==> config.mk <==
export PLATFORM = sky130hd
export DESIGN_NAME = adjust_fsm_n
export DESIGN_NICKNAME = d
export VERILOG_FILES = /design/src/rtl/adjust_fsm_n.sv
export SDC_FILE = /design/constraint.sdc
export NUM_CORES = 1
export LEC_CHECK = 0
export BUFFER_PORTS_ARGS = -buffer_cell sky130_fd_sc_hd__buf_2
export CAP_MARGIN = 40
export CORE_MARGIN = 2
export CORE_UTILIZATION = 40
export DETAILED_ROUTE_END_ITERATION = 10
export GPL_TIMING_DRIVEN = 0
export HOLD_SLACK_MARGIN = 0.15
export PLACE_DENSITY = 0.6
export SETUP_SLACK_MARGIN = 0.05
export SLEW_MARGIN = 20
export SYNTH_ARGS = -nofsm -noshare
export SYNTH_HDL_FRONTEND = slang
export SYNTH_SLANG_ARGS = --single-unit
==> constraint.sdc <==
create_clock -name CLK -period 5.1 [get_ports CLK]
set_clock_uncertainty 0.05 [all_clocks]
set_input_delay 1.02 -clock CLK [delete_from_list [all_inputs] [get_ports CLK]]
set_output_delay 1.02 -clock CLK [all_outputs]
set_load 0.01 [all_outputs]
==> src/rtl/adjust_fsm_n.sv <==
// Time-set controller: NORM/ADJ mode, field selection, clear/increment pulses with
// hold-to-repeat, blinking of the active field and inactivity timeout back to NORM.
module adjust_fsm_n #(
  parameter int NFIELD  = 3,
  parameter int CLR0    = 1,
  parameter int RPT_DLY = 1000,
  parameter int RPT_PER = 250,
  parameter int TOUT    = 60,
  parameter int CW      = 16
) (
  input  logic                      CLK,
  input  logic                      RST,
  input  logic                      SIG2HZ,
  input  logic                      MODE,
  input  logic                      SELECT,
  input  logic                      ADJUST,
  output logic                      ADJMODE,
  output logic [$clog2(NFIELD)-1:0] CURFIELD,
  output logic                      FIELDCLR,
  output logic [NFIELD-1:0]         FIELDINC,
  output logic [NFIELD-1:0]         FIELDON
);

  localparam int SW = $clog2(NFIELD);
  localparam int TW = (TOUT > 0) ? $clog2(TOUT + 1) : 1;
  localparam logic [SW-1:0] LASTSEL = SW'(NFIELD - 1);
  localparam logic [TW-1:0] TLIM    = TW'(TOUT);
  localparam logic [CW-1:0] DLY     = CW'(RPT_DLY);
  localparam logic [CW-1:0] PER     = CW'(RPT_PER);

  typedef enum logic {NORM, ADJ} state_t;

  state_t          state;
  logic [SW-1:0]   sel;
  logic [TW-1:0]   tcnt;
  logic [CW-1:0]   rcnt;
  logic            rpt_on;
  logic            rpt_per;
  logic            adj_d;
  logic            sig_d;

  logic              adj_rise;
  logic              sig_rise;
  logic              is_clr;
  logic              tout_hit;
  logic [NFIELD-1:0] sel_hot;
  logic [CW-1:0]     rcnt_nxt;
  logic [CW-1:0]     rpt_lim;

  assign adj_rise = ADJUST & ~adj_d;
  assign sig_rise = SIG2HZ & ~sig_d;
  assign is_clr   = (CLR0 != 0) && (sel == '0);
  assign tout_hit = (TOUT != 0) && (tcnt == TLIM) && !ADJUST;
  assign sel_hot  = {{(NFIELD-1){1'b0}}, 1'b1} << sel;
  assign rcnt_nxt = rcnt + 1'b1;
  assign rpt_lim  = rpt_per ? PER : DLY;

  // rpt_on is only armed by a fresh ADJUST press, so a key already held across
  // MODE/SELECT never auto-repeats until it is released and pressed again.
  always_ff @(posedge CLK or negedge RST) begin
    if (!RST) begin
      state    <= NORM;
      sel      <= '0;
      tcnt     <= '0;
      rcnt     <= '0;
      rpt_on   <= 1'b0;
      rpt_per  <= 1'b0;
      adj_d    <= 1'b1;
      sig_d    <= 1'b0;
      FIELDCLR <= 1'b0;
      FIELDINC <= '0;
    end else begin
      adj_d    <= ADJUST;
      sig_d    <= SIG2HZ;
      FIELDCLR <= 1'b0;
      FIELDINC <= '0;
      case (state)
        NORM: begin
          sel     <= '0;
          tcnt    <= '0;
          rcnt    <= '0;
          rpt_on  <= 1'b0;
          rpt_per <= 1'b0;
          if (MODE) state <= ADJ;
        end
        ADJ: begin
          if (MODE) begin
            state  <= NORM;
            sel    <= '0;
            tcnt   <= '0;
            rcnt   <= '0;
            rpt_on <= 1'b0;
          end else if (SELECT) begin
            sel    <= (sel == '0) ? LASTSEL : sel - 1'b1;
            tcnt   <= '0;
            rcnt   <= '0;
            rpt_on <= 1'b0;
          end else if (tout_hit) begin
            state  <= NORM;
            sel    <= '0;
            tcnt   <= '0;
            rcnt   <= '0;
            rpt_on <= 1'b0;
          end else begin
            if (ADJUST)
              tcnt <= '0;
            else if (sig_rise && (TOUT != 0) && (tcnt != TLIM))
              tcnt <= tcnt + 1'b1;

            if (adj_rise) begin
              if (is_clr) FIELDCLR <= 1'b1;
              else        FIELDINC <= sel_hot;
              rcnt    <= '0;
              rpt_per <= 1'b0;
              rpt_on  <= !is_clr;
            end else if (!ADJUST) begin
              rcnt   <= '0;
              rpt_on <= 1'b0;
            end else if (rpt_on) begin
              if (rcnt_nxt == rpt_lim) begin
                FIELDINC <= sel_hot;
                rcnt     <= '0;
                rpt_per  <= 1'b1;
              end else begin
                rcnt <= rcnt_nxt;
              end
            end
          end
        end
        default: state <= NORM;
      endcase
    end
  end

  // Active field blanks during the high half of SIG2HZ unless ADJUST is held.
  always_comb begin
    FIELDON = '1;
    for (int i = 0; i < NFIELD; i++)
      FIELDON[i] = ~((state == ADJ) && (sel == SW'(i)) && SIG2HZ && !ADJUST);
  end

  assign ADJMODE  = (state == ADJ);
  assign CURFIELD = sel;

endmodule

==> impl_metrics.env <==
export IMPL_wl_per_cell_um=13.92
export IMPL_arrival_ps=1570
export IMPL_synth_simple_area_share_pct=28.75
export IMPL_fmax_ghz=0.3785
export IMPL_slew_headroom_pct=54.85
export IMPL_hpwl_um=3231
export IMPL_synth_fa_ha_area_share_pct=3.542
export IMPL_async_reset_ff_share_pct=100.0
export IMPL_critical_path_class="primary input to primary output"
export IMPL_syn_inst=228
export IMPL_clock_latency_ps=280
export IMPL_ys_seq_area_share_pct=39.02
export IMPL_crit_fanout=3
export IMPL_start_util_pct=41.50
export IMPL_dieArea_sq_mm=0.005897
export IMPL_syn_to_final_growth_pct=14.11
export IMPL_tightest_slew_ps=677.2
export IMPL_clockBufferDepth=2
export IMPL_cts_buffers=5
export IMPL_required_ps=4030
export IMPL_synth_warning_count=0
export IMPL_die_x_um=76.80
export IMPL_post_route_period_util_pct=51.80
export IMPL_synth_edff_count=0
export IMPL_fp_row_count=26
export IMPL_reg2reg_from="rcnt[1]"
export IMPL_critPathCaptureType="primary output"
export IMPL_synth_top_area_share_pct=37.78
export IMPL_drtAntennaViolNets=0
export IMPL_drtIter0Drc=110
export IMPL_ff_latch_area_sq_um=827.0
export IMPL_status="finished, final reports clean"
export IMPL_n_antenna_cell=0
export IMPL_grt_overflow=0
export IMPL_drv_slew=0
export IMPL_yosysUniqueCellTypes=52
export IMPL_synth_compound_area_share_pct=14.11
export IMPL_cts_tree="built"
export IMPL_synth_area_sq_mm=0.002120
export IMPL_grtUsageTotal_pct=16.48
export IMPL_die_h_um=76.80
export IMPL_layout_cells_most_common="dfrtp_1"
export IMPL_start_kind="primary input"
export IMPL_postCtsSetupBuffers=0
export IMPL_yosysTopAreaCell="dfrtp_1"
export IMPL_power_leakage_nw=1.003
export IMPL_antenna_found_initial=0
export IMPL_setup_tns_ps=0
export IMPL_fin_crit_ps=2642
export IMPL_drv_cap=0
export IMPL_vias=1701
export IMPL_finalSetupViolCount=0
export IMPL_ir_drop_v=0.0001573
export IMPL_post_cts_resized=0
export IMPL_grt_max_degree=34
export IMPL_place_congestion=0.8059
export IMPL_clkTransAtPathRegs_ps=60
export IMPL_h_tree_depth=2
export IMPL_power_density_mw_per_mm2=229.8
export IMPL_clock_sinks=33
export IMPL_ys_flop_type="dfrtp_1"
export IMPL_synthMuxAreaShare_pct=2.893
export IMPL_grt_setup_unrepaired="false"
export IMPL_drt_pre_antenna_iters=5
export IMPL_rrSetupSlack_ps=2560
export IMPL_cts_root_buf="clkbuf_8"
export IMPL_cts_hold_buf=0
export IMPL_drive_gt1_share_pct=17.86
export IMPL_critPathCapture="FIELDON[0]"
export IMPL_via_per_inst=5.283
export IMPL_ff2ff_path_depth=7
export IMPL_yosys_top_cells_area="dfrtp_1, nor2_1, xor2_1"
export IMPL_synth_seq_cells=33
export IMPL_synth_xor_area_share_pct=7.025
export IMPL_synth_top_family_by_area="simple AND/OR/NAND/NOR gates"
export IMPL_final_cell_mix="dfrtp_1, nor2_1, nand2_1, buf_2, nand3_1"
export IMPL_r2r_end="rcnt[5]"
export IMPL_hold_viol_final=0
export IMPL_syn_num_nets=240
export IMPL_fill_cells=500
export IMPL_multi_input_area_sq_mm=0.001194
export IMPL_placed_cell_area_sq_mm=0.002282
export IMPL_drc=0
export IMPL_routed_wl_um=4482
export IMPL_holdCritPathClass="flop to flop"
export IMPL_portBuffers=15
export IMPL_nets=263
export IMPL_avgSynthCellArea_sq_um=9.296
export IMPL_core_area_sq_mm=0.005107
export IMPL_critical_path_startpoint="SIG2HZ"
export IMPL_final_area_sq_mm=0.002419
export IMPL_grt_pass1_vias=1628
export IMPL_io_pins=16
export IMPL_grt_pass1_wl_um=7859
[synth_stat cells (4+ instances only)]
cell	count
nand4_1	8
nand2b_1	5
o21ai_0	5
mux2i_1	5
nand2_1	20
clkbuf_1	5
and3_1	6
dfrtp_1	32
xor2_1	10
inv_1	8
nor3_1	4
a21oi_1	4
nand3_1	15
nor4_1	4
ha_1	6
buf_2	4
nor2_1	28
xnor2_1	7
nor2b_1	4
o21ai_1	4
[kinds of logic after synthesis]
logic type	count (synthesis)
AOI/OAI and AO/OA	34
muxes	6
adders and majority gates	6
xor gates and xnor gates	17
buffers and inverters	20
DFF	33
and+or+nand+nor	112
[worst min-delay path by stage]
stage / startpoint / to / slack [ps] / depth (start not counted)
floorplan: tcnt[5] / tcnt[5] / 450 / 2
global placement: tcnt[5] / tcnt[5] / 470 / 2
detailed placement: tcnt[5] / tcnt[5] / 490 / 2
CTS: tcnt[5] / tcnt[5] / 500 / 2
global route: RST / rcnt[6] / 550 / 1
finish: tcnt[5] / tcnt[5] / 490 / 2
[layout make-up]
type,count,share of cell area (%)
multi-input cells,175,49.35
flip-flops and latches,33,34.20
repair buffers,16,3.932
well taps,70,3.621
clock buffers,7,3.570
plain buffers,12,2.845
clock inverters,1,1.242
inverters,8,1.242
[power by group]
group / leakage, nW / internal [mW] / switching (mW)
clock network: 0.0585 / 0.159 / 0.0947
registers: 0.453 / 0.265 / 0.00328
logic: 0.492 / 0.0126 / 0.0209
total: 1.00 / 0.437 / 0.119
[worst max-delay path: stages]
cell	delay, ps
buf_2	100
nand2_1	50
nor2_1	180
nand2_1	80
buf_2	140
[registers in the layout (all words and copies together), names as in the netlist]
| signal | cells |
|---|---|
| ADJMODE | 1 |
| rpt_on | 1 |
| sig_d | 1 |
| CURFIELD | 2 |
| tcnt | 6 |
| rpt_per | 1 |
| FIELDCLR | 1 |
| rcnt | 16 |
| adj_d | 1 |
| FIELDINC | 3 |
[per-stage QoR]
| stage | hold slack, ps | total power [mW] | std cells | setup slack [ps] | utilization, % |
|---|---|---|---|---|---|
| floorplan | 447.8 | 0.2895 | 228 | 2722 | - |
| global placement | 471.9 | 0.3055 | 313 | 2451 | 44.68 |
| detailed placement | 489.3 | 0.3056 | 313 | 2442 | 44.68 |
| CTS | 502.0 | 0.5622 | 321 | 2438 | 46.96 |
| global route | 549.1 | 0.5822 | 322 | 2350 | 47.35 |
| finish | 487.2 | 0.5559 | 322 | 2458 | 47.35 |
[layer usage]
metal | track usage, % | wire (um)
met1 | 21.51 | 2140
met2 | 27.98 | 2119
met3 | 3.412 | 188
met4 | 3.818 | 33
met5 | 0 | 0
No activity file was read; power rests on OpenSTA's default activity.
